[config.mk]
export PLATFORM = sky130hd
export DESIGN_NAME = attr_stream_parser
export DESIGN_NICKNAME = d
export VERILOG_FILES = /design/src/rtl/attr_stream_parser.sv
export SDC_FILE = /design/constraint.sdc
export NUM_CORES = 1
export LEC_CHECK = 0
export CORE_ASPECT_RATIO = 0.75
export CORE_MARGIN = 4
export CORE_UTILIZATION = 45
export DETAILED_ROUTE_END_ITERATION = 12
export HOLD_SLACK_MARGIN = 0.12
export PLACE_DENSITY = 0.71
export SYNTH_ARGS = -nofsm -noshare
export SYNTH_HDL_FRONTEND = slang
export SYNTH_SLANG_ARGS = --single-unit
[constraint.sdc]
create_clock -name clock -period 4.16 [get_ports clock]
set_input_delay 0.832 -clock clock [delete_from_list [all_inputs] [get_ports clock]]
set_output_delay 0.832 -clock clock [all_outputs]
set_load 0.02 [all_outputs]
[src/rtl/attr_stream_parser.sv]
// Character-stream parser for HTML-style attributes (name=value), producing a
// type code plus a saturating decimal or hex value through a valid/ready result port.
module attr_stream_parser #(
    parameter int VAL_WIDTH  = 24,
    parameter int TYPE_WIDTH = 4
) (
    input  logic                  clock,
    input  logic                  reset_n,
    input  logic [7:0]            in_char,
    input  logic                  in_valid,
    output logic                  in_ready,
    output logic                  out_valid,
    input  logic                  out_ready,
    output logic [TYPE_WIDTH-1:0] out_type,
    output logic [VAL_WIDTH-1:0]  out_value,
    output logic                  out_overflow,
    output logic                  out_error
);

    typedef enum logic [2:0] {IDLE, NAME, SKIP, VAL_START, DEC, HEX, RESULT} state_t;

    localparam int                   HEX_DIGITS = VAL_WIDTH / 4;
    localparam logic [VAL_WIDTH-1:0] VAL_MAX    = '1;

    state_t               state_q, state_d;
    logic [7:0]           name0_q, name0_d, name1_q, name1_d, quote_q, quote_d;
    logic [VAL_WIDTH-1:0] value_q, value_d;
    logic                 ovf_q, ovf_d, err_q, err_d;
    logic [3:0]           hcnt_q, hcnt_d;

    logic                  accept, isDigit, isHex, isQuote, isTerm, decOver;
    logic [3:0]            hexNibble;
    logic [VAL_WIDTH+3:0]  decSum;
    logic [TYPE_WIDTH-1:0] typeCode;

    assign accept    = in_valid && in_ready;
    assign isDigit   = (in_char >= "0") && (in_char <= "9");
    assign isHex     = isDigit || ((in_char >= "a") && (in_char <= "f"))
                               || ((in_char >= "A") && (in_char <= "F"));
    assign hexNibble = isDigit ? in_char[3:0] : (in_char[3:0] + 4'd9);
    assign isQuote   = (in_char == 8'h22) || (in_char == 8'h27);
    // An open quote makes only its matching quote a terminator; space and '>' become errors.
    assign isTerm    = (quote_q == 8'h00) ? ((in_char == " ") || (in_char == ">"))
                                          : (in_char == quote_q);
    assign decSum    = ({4'b0000, value_q} * (VAL_WIDTH+4)'(10))
                     + {{VAL_WIDTH{1'b0}}, in_char[3:0]};
    assign decOver   = |decSum[VAL_WIDTH+3:VAL_WIDTH];

    always_comb begin
        typeCode = '0;
        case ({name0_q, name1_q})
            "co":    typeCode = TYPE_WIDTH'(1);
            "si":    typeCode = TYPE_WIDTH'(2);
            "wi":    typeCode = TYPE_WIDTH'(3);
            "he":    typeCode = TYPE_WIDTH'(4);
            "sr":    typeCode = TYPE_WIDTH'(5);
            "hr":    typeCode = TYPE_WIDTH'(6);
            "ba":    typeCode = TYPE_WIDTH'(7);
            "pa":    typeCode = TYPE_WIDTH'(8);
            "ma":    typeCode = TYPE_WIDTH'(9);
            "bo":    typeCode = TYPE_WIDTH'(10);
            "po":    typeCode = TYPE_WIDTH'(11);
            default: typeCode = '0;
        endcase
    end

    assign in_ready     = (state_q != RESULT);
    assign out_valid    = (state_q == RESULT);
    assign out_type     = out_valid ? typeCode : '0;
    assign out_value    = out_valid ? value_q : '0;
    assign out_overflow = out_valid && ovf_q;
    assign out_error    = out_valid && err_q;

    always_ff @(posedge clock or negedge reset_n) begin
        if (!reset_n) begin
            state_q <= IDLE;
            name0_q <= '0;
            name1_q <= '0;
            quote_q <= '0;
            value_q <= '0;
            ovf_q   <= 1'b0;
            err_q   <= 1'b0;
            hcnt_q  <= '0;
        end else begin
            state_q <= state_d;
            name0_q <= name0_d;
            name1_q <= name1_d;
            quote_q <= quote_d;
            value_q <= value_d;
            ovf_q   <= ovf_d;
            err_q   <= err_d;
            hcnt_q  <= hcnt_d;
        end
    end

    always_comb begin
        state_d = state_q;
        name0_d = name0_q;
        name1_d = name1_q;
        quote_d = quote_q;
        value_d = value_q;
        ovf_d   = ovf_q;
        err_d   = err_q;
        hcnt_d  = hcnt_q;
        case (state_q)
            IDLE: if (accept && !isTerm) begin
                name0_d = in_char;
                state_d = NAME;
            end
            NAME: if (accept) begin
                if (in_char == "=") begin
                    state_d = VAL_START;
                end else if (isTerm) begin
                    name0_d = '0;
                    state_d = IDLE;
                end else begin
                    name1_d = in_char;
                    state_d = SKIP;
                end
            end
            SKIP: if (accept) begin
                if (in_char == "=") begin
                    state_d = VAL_START;
                end else if (isTerm) begin
                    name0_d = '0;
                    name1_d = '0;
                    state_d = IDLE;
                end
            end
            VAL_START: if (accept) begin
                if (isTerm) begin
                    state_d = RESULT;
                end else if (isQuote && (quote_q == 8'h00)) begin
                    quote_d = in_char;
                end else if (in_char == "#") begin
                    state_d = HEX;
                end else if (isDigit) begin
                    value_d = VAL_WIDTH'(in_char[3:0]);
                    state_d = DEC;
                end else begin
                    err_d   = 1'b1;
                    state_d = DEC;
                end
            end
            DEC: if (accept) begin
                if (isTerm) begin
                    state_d = RESULT;
                end else if (isDigit) begin
                    value_d = decOver ? VAL_MAX : decSum[VAL_WIDTH-1:0];
                    ovf_d   = ovf_q || decOver;
                end else begin
                    err_d = 1'b1;
                end
            end
            HEX: if (accept) begin
                if (isTerm) begin
                    state_d = RESULT;
                end else if (isHex) begin
                    if (hcnt_q == 4'(HEX_DIGITS)) begin
                        value_d = VAL_MAX;
                        ovf_d   = 1'b1;
                    end else begin
                        value_d = {value_q[VAL_WIDTH-5:0], hexNibble};
                        hcnt_d  = hcnt_q + 4'd1;
                    end
                end else begin
                    err_d = 1'b1;
                end
            end
            RESULT: if (out_ready) begin
                name0_d = '0;
                name1_d = '0;
                quote_d = '0;
                value_d = '0;
                ovf_d   = 1'b0;
                err_d   = 1'b0;
                hcnt_d  = '0;
                state_d = IDLE;
            end
            default: state_d = IDLE;
        endcase
    end

endmodule

==> results of run 1 <==
-- metal layers --
metal / GRT usage, % / part of all wire, % / vias up
met3: 3.935 / 8.0 / 20
li1: - / - / 2959
met4: 5.959 / 1.1 / 0
met2: 37.35 / 43 / 274
met5: 0 / 0 / -
met1: 36.47 / 48 / 2970
-- worst paths after layout --
| check | startpoint | cells after the start | end |
|---|---|---|---|
| setup / recovery | value_q[3]$_DFFE_PN0P_ | 16 | value_q[0]$_DFFE_PN0P_ |
| hold / removal | name1_q[5]$_DFFE_PN0P_ | 2 | name1_q[5]$_DFFE_PN0P_ |
| setup reg to reg | value_q[3]$_DFFE_PN0P_ | 16 | value_q[0]$_DFFE_PN0P_ |
| hold reg to reg | name1_q[5]$_DFFE_PN0P_ | 2 | name1_q[5]$_DFFE_PN0P_ |
| max in group asynchronous | reset_n | 2 | name1_q[3]$_DFFE_PN0P_ |
| min in group asynchronous | reset_n | 1 | hcnt_q[2]$_DFFE_PN0P_ |
-- worst max-delay path, stage by stage, from the launching register on --
cell       delay (ns)
dfrtp_1          0.45
ha_1             0.31
ha_1             0.24
inv_1            0.08
fa_2             0.24
nor2b_4          0.05
o31a_1           0.35
buf_4            0.17
o211ai_1         0.33
a21oi_1          0.16
a311oi_2         0.29
nand4b_1         0.25
buf_4            0.22
a2111oi_4        0.32
buf_4            0.21
o31ai_1          0.07
o21ai_0          0.18
-- stage by stage --
stage	total power, uW	setup slack [ns]	util, %	setup TNS, ns	std cells
after floorplan	2949	0.2795	-	0	749
after global placement	3700	0.1151	53.26	0	984
after detailed placement	3810	0.008264	53.26	0	984
after CTS	4568	0.03990	55.54	0	1000
after global routing	4998	-0.05705	56.31	-0.06605	1007
final	4658	0.1519	56.31	0	1007
-- sequential cells by signal, indices dropped and copies added (netlist names) --
signal   count
err_q        1
hcnt_q       4
name0_q      8
name1_q      8
ovf_q        1
quote_q      8
state_q      3
value_q     24
-- layout make-up --
| cell class | instances | share of cell area [%] |
|---|---|---|
| multi-input cells | 631 | 59.89 |
| flip-flops and latches | 57 | 19.39 |
| repair buffers | 107 | 12.49 |
| clock buffers | 11 | 3.300 |
| well taps | 171 | 2.909 |
| inverters | 25 | 1.276 |
| clock inverters | 5 | 0.7484 |
-- where the power goes --
| part | internal [uW] | switching [uW] | total, uW |
|---|---|---|---|
| registers | 752 | 255 | 1010 |
| logic | 1170 | 1740 | 2910 |
| clock network | 477 | 265 | 742 |
-- what timing repair did --
item,CTS,global route
setup endpoints to repair,0,26
hold endpoints to repair,0,0
gates resized for setup,0,8
buffers inserted,0,7
-- kinds of logic after synthesis --
kind of cell	share of synthesized area, %
flip-flops	23.62
adder cells (fa/ha/maj)	11.65
AO/OA/AOI/OAI	25.72
AND/OR/NAND/NOR	26.71
multiplexers	2.694
buffers and inverters	4.268
XOR/XNOR	5.346
-- cell usage after synthesis, types with 5 or more instances --
master / number / share of area (%)
nor4_1: 8 / 0.83
o21ai_0: 51 / 4.2
a21oi_1: 49 / 4.1
nor3b_1: 8 / 0.99
nand2b_1: 5 / 0.52
nand2_1: 86 / 5.3
nand4_1: 11 / 1.1
mux2i_1: 14 / 2.3
or2_2: 5 / 0.52
and3_1: 30 / 3.1
a2111o_1: 5 / 0.93
o31ai_1: 6 / 0.75
xnor2_1: 13 / 1.9
and2_1: 10 / 1.0
clkbuf_1: 26 / 1.6
dfrtp_1: 57 / 24
nor2_1: 57 / 3.5
nor2b_1: 19 / 2.0
a221oi_1: 9 / 1.3
o21a_1: 7 / 0.87
xor2_1: 22 / 3.2
nand3_1: 24 / 2.0
a21o_1: 12 / 1.5
nor3_1: 24 / 2.0
ha_1: 53 / 11
o211ai_1: 12 / 1.5
inv_1: 25 / 1.6
a31oi_1: 14 / 1.5
==> metrics.md, run 1 <==
| Metric | Value |
|---|---|
| Max-slew headroom | 38.43% |
| Worst-Margin Slew | 0.9202 ns |
| Data required, critical path | around 4.4 ns |
| Cell area after synthesis | 6038 um2 |
| Multi-input combinational cell area | 4405 um2 |
| Hpwl dp | 14050 um |
| Nets | 898 |
| FILL cells | 1187 |
| Clock tree buffer depth | 2 |
| Top_reg_cell synth | dfrtp_1 |
| Hold slack | just under 0.5 ns |
| Die Span X | 141.8 um |
| I/O pin cnt | 44 |
| CTS Buf Count | 9 |
| Worst Setup Path Type | reg -> reg |
| Status | finished clean |
| Final Hold Fails | 0 |
| Vias in the first global route | 6118 |
| Share of flip-flops with an asynchronous set or reset | 100.0% |
| Area Overhead vs Synth | 21.82% |
| DR iter-0 viols | 632 |
| R2R Setup Slk | 0.15 ns |
| Worst Skew | 0.01210 ns |
| Crit start category | flop |
| Hold crit path type | reg -> reg |
| Fmax | about 250 MHz |
| Post-DR wirelength/cell | 18.43 um |
| Cells after Synth | ~750 |
| Most common cell after layout, fill and taps aside | nand2_1 |
| Vias/cell | 6.180 |
| Fin crit share | 96.35% |
| Reg clk slew, reported paths | 0.06 ns |
| Clk_lat worst skew | 0.33 ns |
| Synth unique cells | 79 |
| Routability cong. | 0.9678 |
| Die area | 15360 um2 |
| Max-Cap Viols | 0 |
| Sink Count | 57 |
| Hold_buf cts | 0 |
| Minimum clock period | roughly 4 ns |
| Register Area | 1426 um2 |
| Syn_nets | 816 |
| Syn avg cell area | 8.062 um2 |
| Largest net degree at the start of global routing | between 40 and 50 |
| Final instance area | 7356 um2 |
| WP data arrival | roughly 4.2 ns |
| Global-route wire length before repair | 30710 um |
| Crit path capture type | flop |
| All-Layer GR Usage | 24.56% |
| Initial Util | between 40% and 50% |
| EDFF count, synth | 0 |
| TritonCTS clock tree | built |
| Drc violations | 0 |
| Final WL | 18560 um |
| Post-synthesis sequential area ratio | 23.62% |
| Synth Register Bits | 57 |
| 1st-pass router iterations | 5 |
| Leakage power | 0.003360 uW |
| Vias | 6223 |
| Port-buffer cells | 43 |
| PD cells | 633.2 nW/um2 |
| Inserted Diodes | 0 |
| Row count | 36 |
| ANT nets after route | 0 |
| Critical Path Fanout Max | 4 |
| H-tree depth | 3 |
| Core ar. | 13060 um2 |
| DP Area | 6957 um2 |
| Layout cell share with drive strength beyond 1 | 14.47% |
| Clk root buf | clkbuf_16 |
| Most frequent cells in the layout | nand2_1 (86), buf_4 (63), nor2_1 (57), dfrtp_1 (57), ha_1 (53) |
| Initial antenna violation count | 0 |
| Die Ht | 108.3 um |
| Global route total overflow | 0 |
| Finish-stage setup viols | 0 |
| Max-slew violation count | 0 |
| Warnings from Yosys | 0 |
| Peak VDD IR | 360.6 uV |
Power figures use the tool's default switching activity.
==> run 2: changes to the inputs <==
- CORE_MARGIN: 4 -> 3
- CTS_CLUSTER_SIZE: unset -> 28
==> run 2 against run 1 <==
  * Register-to-register slack got worse by 0.05 ns
  * Clock-buffer cell count unchanged
  * Clock power increased by 27%
  * Critical path type unchanged
  * Power increased by 4.0%
  * Die area decreased by 3.2%
  * Non-clock buffer count decreased by 6
  * Utilization increased by 2.1 points
  * First-iteration DRC count decreased by 7.4%
==> metrics.md, run 2 (same netlist as run 1, synthesis figures left out) <==
| Metric | Value |
|---|---|
| Crit start category | flop |
| Row count | 35 |
| Fin cells | 996 |
| Global-route wire length before repair | 30050 um |
| Cells after DPL | 973 |
| Vias/cell | 6.233 |
| Port-buffer cells | between 40 and 50 |
| ANT nets after route | 0 |
| Max-slew headroom | 53.17% |
| Largest register FFs | 24 |
| Peak VDD IR | 357.8 uV |
| Finish-stage setup viols | 0 |
| Reg clk slew, reported paths | 0.05 ns |
| FILL cells | around 1100 |
| Initial antenna violation count | 0 |
| TritonCTS clock tree | built |
| Max-slew violation count | 0 |
| Layout cell share with drive strength beyond 1 | 14.58% |
| Core ar. | 12700 um2 |
| Max-Cap Viols | 0 |
| PD cells | 653.6 nW/um2 |
| Worst Setup Path Type | reg -> reg |
| DP Worst Slack | -0.1205 ns |
| Worst setup path end | value_q[20]$_DFFE_PN0P_ |
| Fmax | 246.5 MHz |
| Worst Skew | ~0.0072 ns |
| Data required, critical path | between 4 and 5 ns |
| Global route total overflow | 0 |
| Sum Neg Setup Slack | 0 ns |
| Largest net degree at the start of global routing | 45 |
| Hold crit path type | reg -> reg |
| Reg2reg start | value_q[3]$_DFFE_PN0P_ |
| Initial Util | 47.55% |
| Status | finished clean |
| Vias in the first global route | 5963 |
| Most common cell after layout, fill and taps aside | nand2_1 |
| Final WL | around 18000 um |
| Die area | 14860 um2 |
| Hpwl dp | 13960 um |
| Vias | 6208 |
| 1st-pass router iterations | 6 |
| Die Span X | 139.8 um |
| Slack of the critical path | 0.1025 ns |
| Post-DR wirelength/cell | about 18 um |
| CTS Buf Count | 9 |
| Worst-Margin Slew | 0.6974 ns |
| Most frequent cells in the layout | nand2_1 (86), buf_4 (58), nor2_1 (57), dfrtp_1 (57), ha_1 (53) |
| R2R depth | 16 |
| Final Hold Fails | 0 |
| Minimum clock period | 4.058 ns |
| DR iter-0 viols | 585 |
| I/O pin cnt | 44 |
| Area Overhead vs Synth | 22.79% |
| Critical Path Fanout Max | 8 |
| Clk root buf | clkbuf_16 |
| Sink Count | 57 |
| Drc violations | 0 |
| Most flops, register | value_q |
| Fin crit share | a little over nine tenths |
| Reg2reg end | value_q[20]$_DFFE_PN0P_ |
| Clock tree buffer depth | 2 |
| Routability cong. | 0.9254 |
| Crit path capture type | flop |
| Clk_lat worst skew | roughly 0.34 ns |
| R2R Setup Slk | about 0.1 ns |
| H-tree depth | 3 |
| Leakage power | 0.003389 uW |
| All-Layer GR Usage | about a quarter |
| CP Launch Point | value_q[3]$_DFFE_PN0P_ |
| WP data arrival | 4.31 ns |
| Hold slack | a little under 0.5 ns |
| Nets | 892 |
| Die Ht | 106.3 um |
| Inserted Diodes | 0 |
## run 2: changes by cell type in the layout (fill, tap and decap cells not counted), moves of 2 or more
| cell | previous run | this run |
|---|---|---|
| buf_4 | 63 | 58 |
| clkinvlp_4 | 2 | 0 |
| nor3_1 | 24 | 22 |
| bufinv_16 | 1 | 4 |
| nor3_2 | 0 | 2 |
## run 2: where the power goes
part	switching, uW	leakage [uW]	total [uW]	internal [uW]
registers	267	0.000749	1020	752
clock network	269	0.000186	946	677
logic	1730	0.00245	2880	1150
## run 2: stage by stage
stage | power [uW] | util (%) | instance area, um2
global route | 5211 | 58.38 | 7415
global placement | 3663 | 54.28 | 6893
floorplan | 2949 | - | 6038
finish | 4846 | 58.38 | 7415
detailed placement | 3767 | 54.28 | 6893
CTS | 4732 | 57.30 | 7277
## run 2: critical path, stage by stage, from the launching register on
cell and delay (ns):
dfrtp_1 0.44, ha_1 0.31, ha_1 0.24, inv_1 0.09, fa_2 0.24, nor2b_4 0.05, o31a_1 0.37, o211ai_1 0.44
a21oi_1 0.17, a311oi_2 0.31, nand4b_1 0.23, buf_4 0.22, a2111oi_4 0.33, buf_4 0.19, o21ai_4 0.06, buf_4 0.18
o211ai_1 0.09
## run 2: cell type report
| cell class | instances | area, um2 | area share [%] |
|---|---|---|---|
| Clock buffer | 11 | 252.7 | 3.409 |
| Inverter | 25 | 93.84 | 1.266 |
| Multi-Input combinational cell | 631 | 4448 | 59.99 |
| Clock inverter | 5 | 125.1 | 1.687 |
| Tap cell | 166 | 207.7 | 2.801 |
| Timing Repair Buffer | 101 | 860.8 | 11.61 |
| Sequential cell | 57 | 1426 | 19.24 |
## run 2: what timing repair did
action,in CTS,in global routing
resized for setup,1,15
buffers inserted,0,7
hold endpoints to repair,0,0
endpoints found under the setup margin,16,27
pin swaps,0,6
hold buffers,0,0
## run 2: metal layers
metal	part of all wire (%)	up-vias	global-route usage, %
li1	-	2945	-
met1	47	2942	35.24
met2	42	281	37.23
met3	9.4	40	5.755
met4	1.8	0	6.916
met5	0	-	0
## run 2: how the worst min path moves through the flow
| stage | from | end | slack, ns | cells after the start |
|---|---|---|---|---|
| 2_1_floorplan | name1_q[5]$_DFFE_PN0P_ | name1_q[5]$_DFFE_PN0P_ | 0.45 | 2 |
| 4_1_cts | name1_q[6]$_DFFE_PN0P_ | name1_q[6]$_DFFE_PN0P_ | 0.49 | 2 |
| 3_3_place_gp | name1_q[5]$_DFFE_PN0P_ | name1_q[5]$_DFFE_PN0P_ | 0.47 | 2 |
| 5_1_grt | name1_q[6]$_DFFE_PN0P_ | name1_q[6]$_DFFE_PN0P_ | 0.51 | 2 |
| 6_report | name1_q[6]$_DFFE_PN0P_ | name1_q[6]$_DFFE_PN0P_ | 0.49 | 2 |
| 3_5_place_dp | name1_q[6]$_DFFE_PN0P_ | name1_q[6]$_DFFE_PN0P_ | 0.48 | 2 |
